===== src/rtl/instr_fetch_unit_pkg.sv =====
// Shared definitions for the instruction fetch unit: opcode values, one-hot
// class indices, decode widths and the fetch FSM state encoding.
package instr_fetch_unit_pkg;

  localparam int INSTR_W     = 16;
  localparam int NUM_CLASSES = 23;
  localparam int DEC_W       = NUM_CLASSES + 4;

  // Major opcode field ir[15:12]
  localparam logic [3:0] OP_NOOP = 4'h0;
  localparam logic [3:0] OP_GRP1 = 4'h1;
  localparam logic [3:0] OP_02   = 4'h2;
  localparam logic [3:0] OP_03   = 4'h3;
  localparam logic [3:0] OP_04   = 4'h4;
  localparam logic [3:0] OP_05   = 4'h5;
  localparam logic [3:0] OP_06   = 4'h6;
  localparam logic [3:0] OP_07   = 4'h7;
  localparam logic [3:0] OP_08   = 4'h8;
  localparam logic [3:0] OP_09   = 4'h9;
  localparam logic [3:0] OP_0A   = 4'hA;
  localparam logic [3:0] OP_0B   = 4'hB;
  localparam logic [3:0] OP_GRPC = 4'hC;
  localparam logic [3:0] OP_0D   = 4'hD;
  localparam logic [3:0] OP_0E   = 4'hE;
  localparam logic [3:0] OP_GRPF = 4'hF;

  // Bit positions in the one-hot class vector opcode_out[22:0]
  localparam int CLS_NOOP = 0;
  localparam int CLS_G1_0 = 1;
  localparam int CLS_G1_1 = 2;
  localparam int CLS_G1_2 = 3;
  localparam int CLS_G1_3 = 4;
  localparam int CLS_OP02 = 5;
  localparam int CLS_OP03 = 6;
  localparam int CLS_OP04 = 7;
  localparam int CLS_OP05 = 8;
  localparam int CLS_OP06 = 9;
  localparam int CLS_OP07 = 10;
  localparam int CLS_OP08 = 11;
  localparam int CLS_OP09 = 12;
  localparam int CLS_OP0A = 13;
  localparam int CLS_OP0B = 14;
  localparam int CLS_GC_0 = 15;
  localparam int CLS_GC_1 = 16;
  localparam int CLS_OP0D = 17;
  localparam int CLS_OP0E = 18;
  localparam int CLS_GF_0 = 19;
  localparam int CLS_GF_1 = 20;
  localparam int CLS_GF_2 = 21;
  localparam int CLS_GF_3 = 22;

  // Decode of an all-zero word: NOOP class, RX = RY = 0
  localparam logic [DEC_W-1:0] DEC_NOOP = 27'h1;

  typedef enum logic [1:0] {
    ST_IDLE = 2'd0,
    ST_REQ  = 2'd1,
    ST_HOLD = 2'd2
  } fetch_state_e;

endpackage


===== src/rtl/instr_fetch_unit_decode.sv =====
// Combinational instruction decode: 16-bit word in, {RX, RY, one-hot class}
// out. Exactly one class bit is set for every input word.
module instr_decode
  import instr_fetch_unit_pkg::*;
(
  input  logic [INSTR_W-1:0] instr,
  output logic [DEC_W-1:0]   opcode
);

  logic [NUM_CLASSES-1:0] cls;
  logic                   unused_low_bits;

  // The operand/immediate byte carries no decode information.
  assign unused_low_bits = ^instr[7:0];

  always_comb begin
    cls = '0;
    case (instr[15:12])
      OP_NOOP: cls[CLS_NOOP] = 1'b1;
      OP_GRP1: begin
        case (instr[9:8])
          2'd0:    cls[CLS_G1_0] = 1'b1;
          2'd1:    cls[CLS_G1_1] = 1'b1;
          2'd2:    cls[CLS_G1_2] = 1'b1;
          default: cls[CLS_G1_3] = 1'b1;
        endcase
      end
      OP_02:   cls[CLS_OP02] = 1'b1;
      OP_03:   cls[CLS_OP03] = 1'b1;
      OP_04:   cls[CLS_OP04] = 1'b1;
      OP_05:   cls[CLS_OP05] = 1'b1;
      OP_06:   cls[CLS_OP06] = 1'b1;
      OP_07:   cls[CLS_OP07] = 1'b1;
      OP_08:   cls[CLS_OP08] = 1'b1;
      OP_09:   cls[CLS_OP09] = 1'b1;
      OP_0A:   cls[CLS_OP0A] = 1'b1;
      OP_0B:   cls[CLS_OP0B] = 1'b1;
      OP_GRPC: begin
        if (instr[8]) cls[CLS_GC_1] = 1'b1;
        else          cls[CLS_GC_0] = 1'b1;
      end
      OP_0D:   cls[CLS_OP0D] = 1'b1;
      OP_0E:   cls[CLS_OP0E] = 1'b1;
      default: begin
        case (instr[9:8])
          2'd0:    cls[CLS_GF_0] = 1'b1;
          2'd1:    cls[CLS_GF_1] = 1'b1;
          2'd2:    cls[CLS_GF_2] = 1'b1;
          default: cls[CLS_GF_3] = 1'b1;
        endcase
      end
    endcase
    opcode = {instr[11:10], instr[9:8], cls};
  end

endmodule


===== src/rtl/instr_fetch_unit.sv =====
// Instruction fetch unit: IDLE/REQ/HOLD fetch FSM, program counter and
// registered decode. Define FETCH_TIMEOUT_EN to enable the ack timeout.
module instr_fetch_unit
  import instr_fetch_unit_pkg::*;
#(
  parameter int PC_W        = 6,
  parameter int TIMEOUT_CYC = 15
) (
  input  logic               clock,
  input  logic               reset,
  input  logic               fetch_start,
  input  logic               pc_write,
  input  logic               pc_sel,
  output logic               imem_req,
  output logic [PC_W-1:0]    imem_addr,
  input  logic               imem_ack,
  input  logic [INSTR_W-1:0] imem_rdata,
  output logic [INSTR_W-1:0] ir,
  output logic [DEC_W-1:0]   opcode_out,
  output logic [PC_W-1:0]    pc,
  output logic               instr_valid,
  output logic               fetch_busy,
  output logic               fetch_err,
  output fetch_state_e       dbg_state
);

  // Memory handshake: imem_req is a level held high with imem_addr stable
  // from the first REQ cycle until the cycle imem_ack is sampled high; the
  // word on imem_rdata is taken in that same cycle. imem_ack seen while
  // imem_req is low is ignored.

  localparam int SUM_W = (PC_W > 6) ? PC_W : 6;

  fetch_state_e           state_q, state_d;
  logic [PC_W-1:0]        pc_q, pc_d;
  logic [PC_W-1:0]        addr_q, addr_d;
  logic                   req_q, req_d;
  logic                   busy_q, busy_d;
  logic [INSTR_W-1:0]     ir_q, ir_d;
  logic [DEC_W-1:0]       op_q, op_d;
  logic                   valid_q, valid_d;
  logic [DEC_W-1:0]       rdata_dec;
  logic [SUM_W-1:0]       pc_ext, pc_ofs, pc_sum;

`ifdef FETCH_TIMEOUT_EN
  localparam int CNT_W = $clog2(TIMEOUT_CYC + 1);
  localparam logic [CNT_W-1:0] TMO_LAST = CNT_W'(TIMEOUT_CYC - 1);

  logic [CNT_W-1:0]       tmo_cnt_q, tmo_cnt_d;
  logic                   err_q, err_d;
`endif

  instr_decode u_decode (
    .instr  (imem_rdata),
    .opcode (rdata_dec)
  );

  // Relative jump: the 6-bit immediate is sign-extended, then wrapped to PC_W.
  always_comb begin
    pc_ext = SUM_W'(pc_q);
    pc_ofs = pc_sel ? SUM_W'($signed(ir_q[5:0])) : '0;
    pc_sum = pc_ext + SUM_W'(1) + pc_ofs;
  end

  always_comb begin
    state_d = state_q;
    pc_d    = pc_q;
    addr_d  = addr_q;
    req_d   = req_q;
    busy_d  = busy_q;
    ir_d    = ir_q;
    op_d    = op_q;
    valid_d = valid_q;
`ifdef FETCH_TIMEOUT_EN
    tmo_cnt_d = tmo_cnt_q;
    err_d     = err_q;
`endif

    if (pc_write) begin
      pc_d = pc_sum[PC_W-1:0];
    end

    case (state_q)
      ST_IDLE, ST_HOLD: begin
        if (fetch_start) begin
          state_d = ST_REQ;
          addr_d  = pc_q;
          req_d   = 1'b1;
          busy_d  = 1'b1;
          valid_d = 1'b0;
`ifdef FETCH_TIMEOUT_EN
          tmo_cnt_d = '0;
`endif
        end
      end
      ST_REQ: begin
        if (imem_ack) begin
          state_d = ST_HOLD;
          req_d   = 1'b0;
          busy_d  = 1'b0;
          ir_d    = imem_rdata;
          op_d    = rdata_dec;
          valid_d = 1'b1;
        end
`ifdef FETCH_TIMEOUT_EN
        else if (tmo_cnt_q == TMO_LAST) begin
          state_d = ST_HOLD;
          req_d   = 1'b0;
          busy_d  = 1'b0;
          ir_d    = '0;
          op_d    = DEC_NOOP;
          err_d   = 1'b1;
        end else begin
          tmo_cnt_d = tmo_cnt_q + 1'b1;
        end
`endif
      end
      default: begin
        state_d = ST_IDLE;
        req_d   = 1'b0;
        busy_d  = 1'b0;
      end
    endcase
  end

  always_ff @(posedge clock or posedge reset) begin
    if (reset) begin
      state_q <= ST_IDLE;
      pc_q    <= '0;
      addr_q  <= '0;
      req_q   <= 1'b0;
      busy_q  <= 1'b0;
      ir_q    <= '0;
      op_q    <= DEC_NOOP;
      valid_q <= 1'b0;
`ifdef FETCH_TIMEOUT_EN
      tmo_cnt_q <= '0;
      err_q     <= 1'b0;
`endif
    end else begin
      state_q <= state_d;
      pc_q    <= pc_d;
      addr_q  <= addr_d;
      req_q   <= req_d;
      busy_q  <= busy_d;
      ir_q    <= ir_d;
      op_q    <= op_d;
      valid_q <= valid_d;
`ifdef FETCH_TIMEOUT_EN
      tmo_cnt_q <= tmo_cnt_d;
      err_q     <= err_d;
`endif
    end
  end

  assign imem_req    = req_q;
  assign imem_addr   = addr_q;
  assign ir          = ir_q;
  assign opcode_out  = op_q;
  assign pc          = pc_q;
  assign instr_valid = valid_q;
  assign fetch_busy  = busy_q;
  assign dbg_state   = state_q;

`ifdef FETCH_TIMEOUT_EN
  assign fetch_err = err_q;
`else
  assign fetch_err = 1'b0;
`endif

endmodule


===== config.mk =====
export PLATFORM = sky130hd
export DESIGN_NAME = instr_fetch_unit
export DESIGN_NICKNAME = d
export VERILOG_FILES = /design/src/rtl/instr_fetch_unit_pkg.sv /design/src/rtl/instr_fetch_unit_decode.sv /design/src/rtl/instr_fetch_unit.sv
export SDC_FILE = /design/constraint.sdc
export NUM_CORES = 1
export LEC_CHECK = 0
export CAP_MARGIN = 20
export CORE_MARGIN = 5
export CORE_UTILIZATION = 43
export DETAILED_ROUTE_END_ITERATION = 16
export GPL_ROUTABILITY_DRIVEN = 0
export PLACE_DENSITY = 0.77
export RECOVER_POWER = 25
export SLEW_MARGIN = 20
export SYNTH_ARGS = -nofsm -noshare
export SYNTH_HDL_FRONTEND = slang
export SYNTH_HIERARCHICAL = 1
export SYNTH_SLANG_ARGS = --single-unit

===== constraint.sdc =====
create_clock -name clock -period 1.81 [get_ports clock]
set_input_delay 0.362 -clock clock [delete_from_list [all_inputs] [get_ports clock]]
set_output_delay 0.362 -clock clock [all_outputs]
set_load 0.03 [all_outputs]

# After elaboration in Yosys (flattened, before gate mapping)
# Cells that the tools add are included.
# classes
add_sub_neg,2
eq_ne,20
mux,32
reduce_logical,11
# op_table
op,n
4-bit == test (second input constant),7
1-bit two-way mux,23
4-bit by 3-bit == test with 1-bit output (second input constant),4
15-bit OR reduction,1
4-bit by 2-bit == test with 1-bit output (second input constant),2
4-bit two-way mux,2
6-bit by 1-bit adder with 6-bit output (second input constant),1
6-bit adder,1
2-bit two-way mux,3
6-bit two-way mux,1
2-bit AND reduction,3
2-bit by 1-bit == test with 1-bit output (second input constant),2
2-bit == test (second input constant),2
4-bit by 1-bit == test with 1-bit output (second input constant),1
2-bit logical NOT,2
4-bit logical NOT,1
2-bit inequality test (second input constant),2
1-bit case mux with 2 select lines,2
2-bit case mux with 2 select lines,1
3-bit AND reduction,1
3-bit OR reduction,1
2-bit nonzero test,1
2-bit OR reduction,1
# word_totals
register_bits,59
inputBits,22
out_inout_bits,61
elab_cells,72

# Logic depth before layout (Yosys ltp)
# logic_depth
depth_word,4
mapped_depth,8
depth_no_buf,8

# By module
# Netlist, hierarchy kept.
# modules_own_cells
module,instances,cells_per_inst,area_each_um2,seq_area_each_um2
instr_fetch_unit,1,170,2608.8,1477.7
instr_decode,1,40,227.7,0.0

# Worst setup path before layout
# No wires, ideal clock.
# synth_path
kind,register to register
from,reg pc_q[0] (netlist: pc[0])
to,reg pc_q[4] (netlist: pc[4])
setup_time_ns,0.125
arrival_ns,1.801
slack_ns,-0.116
path_stages_with_launch,9
period_less_slack_ns,1.926
cell_sequence,dfrtp_1 -> inv_1 -> ha_1 -> fa_1 -> inv_1 -> a21o_1 -> a21oi_2 -> xnor2_1 -> mux2_4
# synth_via
elab_chain_cells,2
# synth_rtl
element,line,text
from (decl),instr_fetch_unit.sv:35,"logic [PC_W-1:0] pc_q, pc_d;"
from (signal assigned),instr_fetch_unit.sv:142,pc_q <= pc_d;
6-bit by 1-bit adder with 6-bit output,instr_fetch_unit.sv:62,pc_sum = pc_ext + SUM_W'(1) + pc_ofs;
6-bit adder,instr_fetch_unit.sv:62,
# Every way passes these cells.
# A chain may end at the register's enable or synchronous reset.

==> flow_summary.toml <==
[synth]
synth_mux_area_share_pct = 25.7
synth.most_common_cell = "dfrtp_1"
syn_avg_cell_area_um2 = 13.5
yosys.area_share.adder_pct = 2.91
async_flop_share_pct = 100
syn_inst = 210
synth_xor_area_share_pct = 1.24
netlist_area_um2 = 2840
synth_common_cells = "dfrtp_1 (58), mux2_4 (39), nor2_1 (18)"
synth-seq-cells = 59
synth_seq_area_share_pct = 52.1
synth-compound-area-share_pct = 2.43
synth_nets = 238
synth-simple-area-share_pct = 10.2
yosysWarnings = 6
synth_top_family_by_area = "multiplexers"
synth_cell_type_count = 34
synth.area.top_cells = "dfrtp_1 (51%), mux2_4 (21%), mux2_1 (3.6%)"
synth_flop_cell = "dfrtp_1"
synth.largest_area_cell = "dfrtp_1"
synth_top_area_share_pct = 51.2
synth_edf_count = 0

[global_route]
grt_antenna_before_repair = 0
grt_max_degree = 60
gr-usage-all-layers_pct = 15.4
first_global_vias = 2059
grt_pass1_wl_mm = 10.2
globalRouteOverflowTotal = 0

[worst_setup_path]
ff2ff_path_depth = 8
cp_top_family = "buffers and inverters"
max_stage_delay_ps = 690
worstSetupEndpointType = "primary output"
r2r-start = "ir[0]"
start_kind = "register"
cp_data_required_time_ps = 1450
regToRegSetupSlack_ps = 100
crit_fanout = 4
r2r_end = "pc[4]"
criticalPathCategory = "register to primary output"
cp.arrival_ps = 1400
crit_buf_inv = 1
crit_chain = "clkdlybuf4s50_1"
slowest_stage = "clkdlybuf4s50_1"

[outcome]
status = "finished clean"

[clock_tree]
cts_setup_buffers = 0
cts_root_buf = "clkbuf_8"
clockBufferDepth = 2
ctsHoldBuffers = 0
numCtsBuffers = 9
clock-sinks = 59
cts_tree = "yes"
cts.clk_slew.worst_paths_ps = 60
clk-insertion-delay-late_ps = 320
cts-htree-levels = 3

[route]
num_vias = 1909
postRouteAntennaNets = 0
drt_wl_total_mm = 6.27
drt_pass1_iterations = 4
vias_per_cell = 4.97
drt_iter0_markers = 47
drcViolationCount = 0
wl_per_cell_um = 16.3

[timing]
skew_ps = 6.83
setup_tns_ps = 0
rsz0062_at_grt = "no"
slew_viol_final = 0
post-route-period-util_pct = 97.5
min_period_ps = 1760
slew_headroom_pct = 47.9
clock.fmax_mhz = 567
setup_viol = 0
worst_pin_slew_ps = 781
hold_violations = 0

[layout]
num_antenna_cells = 0
drive_above_1_share_pct = 26.4
fin_area_um2 = 3950
fillers = 525
num-nets-final = 330
fin_util_pct = 61.8
area_delta_synth_final_pct = 39.1

[floorplanning]
fp.dieW_um = 91.2
initial_utilization_pct = 44.4
rows = 29
die_area_um2 = 8320
io_pins = 83
die_h_um = 91.2
core_um2 = 6390

[power_and_ir_drop]
p_seq_share_pct = 33.0
p_leak_nw = 1.95
intPower_mw = 3.86
power_density_nw_per_um2 = 1580
p_clk_share_pct = 17.4
pwr-share-comb_pct = 49.7
ir_drop_v = 0.00108
switching_power_mw = 2.39
p_sw_share_pct = 38.2

[placed_design]
dp.final_hpwl_mm = 4.49
placed_cell_area_um2 = 3760
place.port_buffers = 81

[run]
max-cap-violations = 0

[worst_hold_path]
min_to = "imem_addr[5]"
hold_depth = 1
hold_path.class = "register to register"
min_from = "imem_addr[5]"
-- cell families after synthesis --
| group | count (synthesis) |
|---|---|
| AND/OR/NAND/NOR | 58 |
| XOR/XNOR | 4 |
| flip-flops | 59 |
| buffers and inverters | 20 |
| adder cells (fa/ha/maj) | 6 |
| multiplexers | 52 |
| AO/OA/AOI/OAI | 10 |
| other | 1 |
-- power groups by stage --
stage | Sequential, mW | Clock (mW) | Combinational [mW]
after floorplan | 2.85 | 0 | 1.11
after global placement | 2.07 | 0 | 3.10
after detailed placement | 2.07 | 0 | 3.16
after CTS | 2.06 | 1.13 | 3.15
after global routing | 2.12 | 1.19 | 3.29
final | 2.06 | 1.09 | 3.10
-- worst max-delay path by stage --
stage                     cells after the start           from  slack, ps            end
after floorplan                               8          ir[0]        -90          pc[4]
after global placement                        9         pc_sel       -450          pc[4]
after detailed placement                      9         pc_sel       -490          pc[4]
after CTS                                     1          pc[4]          2          pc[4]
after global routing                          1  opcode_out[5]        0.3  opcode_out[5]
final                                         1     fetch_busy         50       imem_req
-- through the flow --
step / instances / hold WS, ps / total power, mW / worst slack (ps)
3_3_place_gp: 368 / 473 / 5.17 / -453
2_1_floorplan: 210 / 461 / 3.96 / -93.6
6_report: 384 / 486 / 6.25 / 45.6
5_1_grt: 384 / 517 / 6.59 / 0.298
3_5_place_dp: 368 / 478 / 5.23 / -489
4_1_cts: 384 / 459 / 6.34 / 1.93
-- final cells by class --
| type | count | area, um^2 | share of cell area [%] |
|---|---|---|---|
| timing repair buffer | 96 | 948 | 24.0 |
| sequential | 59 | 1480 | 37.5 |
| clock buffer | 14 | 173 | 4.38 |
| inverter | 5 | 22.5 | 0.571 |
| tap | 77 | 96.3 | 2.44 |
| clock inverter | 2 | 10.0 | 0.254 |
| multi-input combinational | 131 | 1220 | 30.8 |
-- timing repair --
action / in CTS / in global routing
gates resized for setup: 6 / 12
endpoints found under the setup margin: 9 / 9
endpoints found under the hold margin: 0 / 0
-- cells in the final DEF, fill, tap and decap left out, types with 2 or more instances in the layout --
master            n
clkdlybuf4s50_1  66
dfrtp_1          57
mux2_4           39
nor2_1           18
nand2_1          14
buf_4            13
clkbuf_8         12
mux2_1            9
dlymetal6s2s_1    8
nand2b_1          6
dlygate4sd2_1     6
nor3_1            5
xnor2_1           4
ha_1              4
inv_1             3
and2_1            3
o21ai_0           3
nand3b_1          2
a21o_1            2
a21oi_2           2
mux2_2            2
mux2i_1           2
clkbuf_1          2
clkinv_2          2
nor4_1            2
-- per-layer routing --
metal	up-vias	part of all wire [%]	GRT usage, %
li1	892	-	-
met1	952	47	20.8
met3	6	5.2	3.80
met5	-	0	0
met4	0	1.3	6.72
met2	59	47	23.6
-- registers in the layout, indices dropped and copies added, names as in the netlist --
signal,cells
ir,16
imem_addr,6
instr_valid,1
dbg_state,2
pc,6
opcode_out,27
fetch_busy,1
(Power assumes the default switching activity.)
